## config.mk

```make
export PLATFORM = sky130hd
export DESIGN_NAME = fifo_wr_arbiter_flat
export DESIGN_NICKNAME = d
export VERILOG_FILES = /design/src/rtl/fifo_wr_arbiter_if.sv /design/src/rtl/fifo_wr_arbiter.sv /design/src/flat_wrapper.sv
export SDC_FILE = /design/constraint.sdc
export NUM_CORES = 1
export LEC_CHECK = 0
export ABC_AREA = 1
export CORE_MARGIN = 2
export CORE_UTILIZATION = 35
export CTS_CLUSTER_SIZE = 12
export DETAILED_ROUTE_END_ITERATION = 8
export PLACE_DENSITY = 0.69
export SYNTH_ARGS = -nofsm -noshare
export SYNTH_HDL_FRONTEND = slang
export SYNTH_SLANG_ARGS = --single-unit
```

## constraint.sdc

```tcl
create_clock -name clk -period 4.22 [get_ports clk]
set_clock_uncertainty 0.15 [all_clocks]
set_input_delay 0.422 -clock clk [delete_from_list [all_inputs] [get_ports clk]]
set_output_delay 0.422 -clock clk [all_outputs]
set_load 0.03 [all_outputs]
```

## src/rtl/fifo_wr_arbiter_if.sv

```systemverilog
// fifo_wr_arbiter_if: requester streams plus the shared FIFO write port seen by fifo_wr_arbiter.
interface fifo_wr_arbiter_if #(parameter int WIDTH = 8, parameter int N = 4);
  logic [N-1:0]       req_valid;
  logic [N*WIDTH-1:0] req_data;
  logic [N-1:0]       req_last;
  logic [N-1:0]       req_ready;
  logic [WIDTH-1:0]   fifo_din;
  logic               fifo_wr_en;
  logic               fifo_full;
  logic [N-1:0]       grant;
  logic               busy;
  modport master (output req_valid, req_data, req_last, fifo_full,
                  input  req_ready, fifo_din, fifo_wr_en, grant, busy);
  modport slave  (input  req_valid, req_data, req_last, fifo_full,
                  output req_ready, fifo_din, fifo_wr_en, grant, busy);
endinterface

```

## src/rtl/fifo_wr_arbiter.sv

```systemverilog
// fifo_wr_arbiter: round-robin, burst-locked arbiter sharing one FIFO write port among N requesters.
// Define FIFO_ARB_PRIO0_EN to give requester 0 strict priority at each arbitration.
module fifo_wr_arbiter #(
  parameter int WIDTH     = 8,
  parameter int N         = 4,
  parameter int MAX_BURST = 16
) (
  input logic               clk,
  input logic               srst,
  fifo_wr_arbiter_if.slave  bus
);
  localparam int CW = $clog2(MAX_BURST + 1);
  localparam int IW = (N > 1) ? $clog2(N) : 1;
  typedef enum logic {IDLE, LOCKED} state_t;
  state_t         state_q, state_d;
  logic [N-1:0]   grant_q, grant_d;
  logic [IW-1:0]  own_q, own_d, ptr_q, ptr_d, sel, j;
  logic [CW-1:0]  cnt_q, cnt_d;
  logic           busy_q, found, locked, xfer;
  // Reset gates the write path so an abandoned burst never writes in the reset cycle
  assign locked         = state_q == LOCKED && !srst;
  assign xfer           = locked && bus.req_valid[own_q] && !bus.fifo_full;
  assign bus.req_ready  = (locked && !bus.fifo_full) ? grant_q : '0;
  assign bus.fifo_wr_en = xfer;
  assign bus.fifo_din   = locked ? bus.req_data[own_q*WIDTH +: WIDTH] : '0;
  assign bus.grant      = grant_q;
  assign bus.busy       = busy_q;
  always_comb begin
    sel   = ptr_q;
    found = 1'b0;
    j     = '0;
`ifdef FIFO_ARB_PRIO0_EN
    if (bus.req_valid[0]) begin
      sel   = '0;
      found = 1'b1;
    end
`endif
    for (int k = 1; k <= N; k++) begin
      j = IW'((int'(ptr_q) + k) % N);
      if (!found && bus.req_valid[j]) begin
        sel   = j;
        found = 1'b1;
      end
    end
  end
  always_comb begin
    state_d = state_q;
    grant_d = grant_q;
    own_d   = own_q;
    ptr_d   = ptr_q;
    cnt_d   = cnt_q;
    if (state_q == IDLE) begin
      if (found) begin
        state_d = LOCKED;
        own_d   = sel;
        grant_d = N'(1) << sel;
        cnt_d   = '0;
      end
    end else if (xfer) begin
      cnt_d = cnt_q + CW'(1);
      if (bus.req_last[own_q] || cnt_d == CW'(MAX_BURST)) begin
        state_d = IDLE;
        grant_d = '0;
        ptr_d   = own_q;
      end
    end
  end
  always_ff @(posedge clk) begin
    if (srst) begin
      state_q <= IDLE;
      grant_q <= '0;
      own_q   <= '0;
      ptr_q   <= IW'(N - 1);
      cnt_q   <= '0;
      busy_q  <= 1'b0;
    end else begin
      state_q <= state_d;
      grant_q <= grant_d;
      own_q   <= own_d;
      ptr_q   <= ptr_d;
      cnt_q   <= cnt_d;
      busy_q  <= |grant_d;
    end
  end
endmodule

```

## src/flat_wrapper.sv

```systemverilog
// flat-port wrapper written by rule: the top's interface ports become plain ports
module fifo_wr_arbiter_flat 
#(
  parameter int WIDTH     = 8,
  parameter int N         = 4,
  parameter int MAX_BURST = 16
)
  (clk, srst, bus_req_valid, bus_req_data, bus_req_last, bus_fifo_full, bus_req_ready, bus_fifo_din, bus_fifo_wr_en, bus_grant, bus_busy);
  fifo_wr_arbiter_if #(.WIDTH(WIDTH), .N(N)) bus_i ();
  input logic clk;
  input logic srst;
  input wire logic [$bits(bus_i.req_valid)-1:0] bus_req_valid;
  input wire logic [$bits(bus_i.req_data)-1:0] bus_req_data;
  input wire logic [$bits(bus_i.req_last)-1:0] bus_req_last;
  input wire logic [$bits(bus_i.fifo_full)-1:0] bus_fifo_full;
  output wire logic [$bits(bus_i.req_ready)-1:0] bus_req_ready;
  output wire logic [$bits(bus_i.fifo_din)-1:0] bus_fifo_din;
  output wire logic [$bits(bus_i.fifo_wr_en)-1:0] bus_fifo_wr_en;
  output wire logic [$bits(bus_i.grant)-1:0] bus_grant;
  output wire logic [$bits(bus_i.busy)-1:0] bus_busy;
  assign bus_i.req_valid = bus_req_valid;
  assign bus_i.req_data = bus_req_data;
  assign bus_i.req_last = bus_req_last;
  assign bus_i.fifo_full = bus_fifo_full;
  assign bus_req_ready = bus_i.req_ready;
  assign bus_fifo_din = bus_i.fifo_din;
  assign bus_fifo_wr_en = bus_i.fifo_wr_en;
  assign bus_grant = bus_i.grant;
  assign bus_busy = bus_i.busy;
  fifo_wr_arbiter #(.WIDTH(WIDTH), .N(N), .MAX_BURST(MAX_BURST)) u_core (.clk(clk), .srst(srst), .bus(bus_i));
endmodule
```

==> results.toml <==
[outcome]
status = "complete, no violations"

[critical_path]
startpoint = "u_core.own_q[0]"
worstPathRequired_ns = 3.65
cp_max_fo = 22
criticalPathCategory = "reg2out"
worst_setup_path_end_kind = "output port"
r2r-start = "u_core.own_q[0]"
start_kind = "register"
worstPathArrival_ns = 2.47

[synth]
yosysSeqAreaShare_pct = 21.6
synth_top_area_cell = "dfxtp_1"
synthXorXnorAreaFrac_pct = 1.26
synth_warnings = 0
synth_compound_area_share_pct = 21.0
synth_cell_type_count = 25
synthMuxAreaShare_pct = 0
synthTopCellsByArea = "dfxtp_1, nand2_1, nor2_1"
synth_edf_count = 0
avgSynthCellArea_um2 = 5.93
synthArstFlopShare_pct = 0
yosys_most_used_dff = "dfxtp_1"
yosysTopAreaCellShare_pct = 21.6
synthAdderAreaFrac_pct = 0.902
syn_inst = 234
yosys-top-cells-count = "nand2_1, nor2_1, a21oi_1, o21ai_0"
netlist_area_um2 = 1390
synthSimpleGateAreaFrac_pct = 45.7
syn_nets = 278
synth-seq-cells = 15
synth_top_family_by_area = "simple AND/OR/NAND/NOR gates"

[clock_tree]
clkLatencyLatePin_ns = 0.25
hold_buffers = 0
cts_resized = 0
cts-root-buf = "clkbuf_8"
cts_buffers = 3
post_cts_buffers = 0
numClockSinks = 15
h-tree-depth = 1
cts_tree = "built"
path_clk_slew_ns = 0.06
cts_buffer_depth = 2

[place]
port_buffers = 60
dp_hpwl_um = 2830
dpl_cell_area_um2 = 2010
dp_cells = 334
gp_congestion = 0.820

[floorplan]
die_h_um = 67.0
io_pins = 61
core_um2 = 3740
die-area_um2 = 4480
start_util_pct = 37.1
die-width_um = 67.0
row_count = 22

[power_and_ir_drop]
power.total_mw = 0.541
powerDensity_nw_per_um2 = 264
leakage_nw = 0.878
ir_worst_vdd_mv = 0.158

[drt]
wl_um = 3650
drt_iter0_drc = 82
viasPerCell = 4.77
drcViolationCount = 0
wl_per_cell_um = 10.8
vias = 1613
drt_pass1_iterations = 5
antenna_left = 0

[grt]
grt_pass1_wl_um = 6310
antenna_found_initial = 0
grt_remaining_overflow = 0
grt_usage_pct = 17.8
grt_pass1_vias = 1502
grt_max_degree = 23

[cells_and_area]
area_growth_pct = 47.9
diodes = 0
drive_above_1_share_pct = 13.8
stdcell_count = 338
design_area_um2 = 2050
postLayoutCoreUtil_pct = 54.8
nets = 335
fill_cells = 418

[job]
maxCapViolations = 0

[timing]
worst_pin_slew_ns = 0.536
max_freq_mhz = 329
setup_tns_ns = 0
slew_headroom_pct = 64.2
hold_viol = 0
setup_viol = 0
report.final.slew_viol_count = 0
rsz0062_at_grt = "no"
fin_crit_sh_pct = 72.0
fin_crit_ns = 3.04

[hold_path]
hold_start = "u_core.cnt_q[4]"
hp-class = "reg2reg"
through the flow:
stage          hold slack (ns)  setup WS (ns)
3_5_place_dp             0.324           1.24
4_1_cts                  0.334           1.16
2_1_floorplan            0.302           2.03
5_1_grt                  0.361          0.893
3_3_place_gp             0.317           1.27
6_report                 0.338           1.18
metal layers:
metal | up-vias | track usage (%) | part of all wire (%)
li1 | 864 | - | -
met1 | 708 | 21.6 | 46
met2 | 41 | 31.9 | 47
met3 | 0 | 5.91 | 6.7
met4 | 0 | 1.02 | 0
met5 | - | 0 | 0
power breakdown:
group / internal, mW / switching [mW]
registers: 0.154 / 0.0146
clock network: 0.0655 / 0.0540
logic: 0.109 / 0.144
total: 0.329 / 0.212
logic make-up (layout without fill, tap and decap cells):
logic type	Yosys count	count (layout)
and+or+nand+nor	131	131
AOI/OAI and AO/OA	56	56
buffers and inverters	29	85
DFF	15	15
xor gates and xnor gates	2	2
adders and majority gates	1	1
registers in the layout, summed over array words and instances (netlist names):
name              flops
u_core.bus.busy       1
u_core.own_q          2
u_core.ptr_q          2
u_core.bus.grant      4
u_core.cnt_q          5
u_core.state_q        1
layout make-up:
class / count / area [µm²] / share of cell area [%]
flip-flops and latches: 15 / 300 / 14.6
multi-input cells: 190 / 956 / 46.6
repair buffers: 61 / 608 / 29.6
clock inverters: 1 / 5.00 / 0.244
clock buffers: 3 / 41.3 / 2.01
inverters: 20 / 81.3 / 3.96
well taps: 48 / 60.1 / 2.93
worst paths after layout:
check,cells past startpoint,slack (ns),end
worst max-delay path,7,1.18,bus_fifo_wr_en
worst min-delay path,2,0.34,u_core.cnt_q[4]
worst max register to register,12,1.89,u_core.bus.busy
worst min register to register,2,0.34,u_core.cnt_q[4]
placed cells by master (no fill, tap or decap), drive strengths merged, types with 3 or more instances in the layout:
cell	n
a21oi	24
clkbuf	3
clkdlybuf4s50	60
dfxtp	15
inv	19
nand2	67
nand3	16
nor2	47
o21ai	29
critical path, cell delays in order (launching register included):
cell             delay [ns]
dfxtp_1                0.30
buf_4                  0.19
inv_1                  0.42
o21ai_0                0.13
o21ai_0                0.23
nand2_1                0.13
clkinv_2               0.13
clkdlybuf4s50_1        0.68
Power figures use the tool's default switching activity.
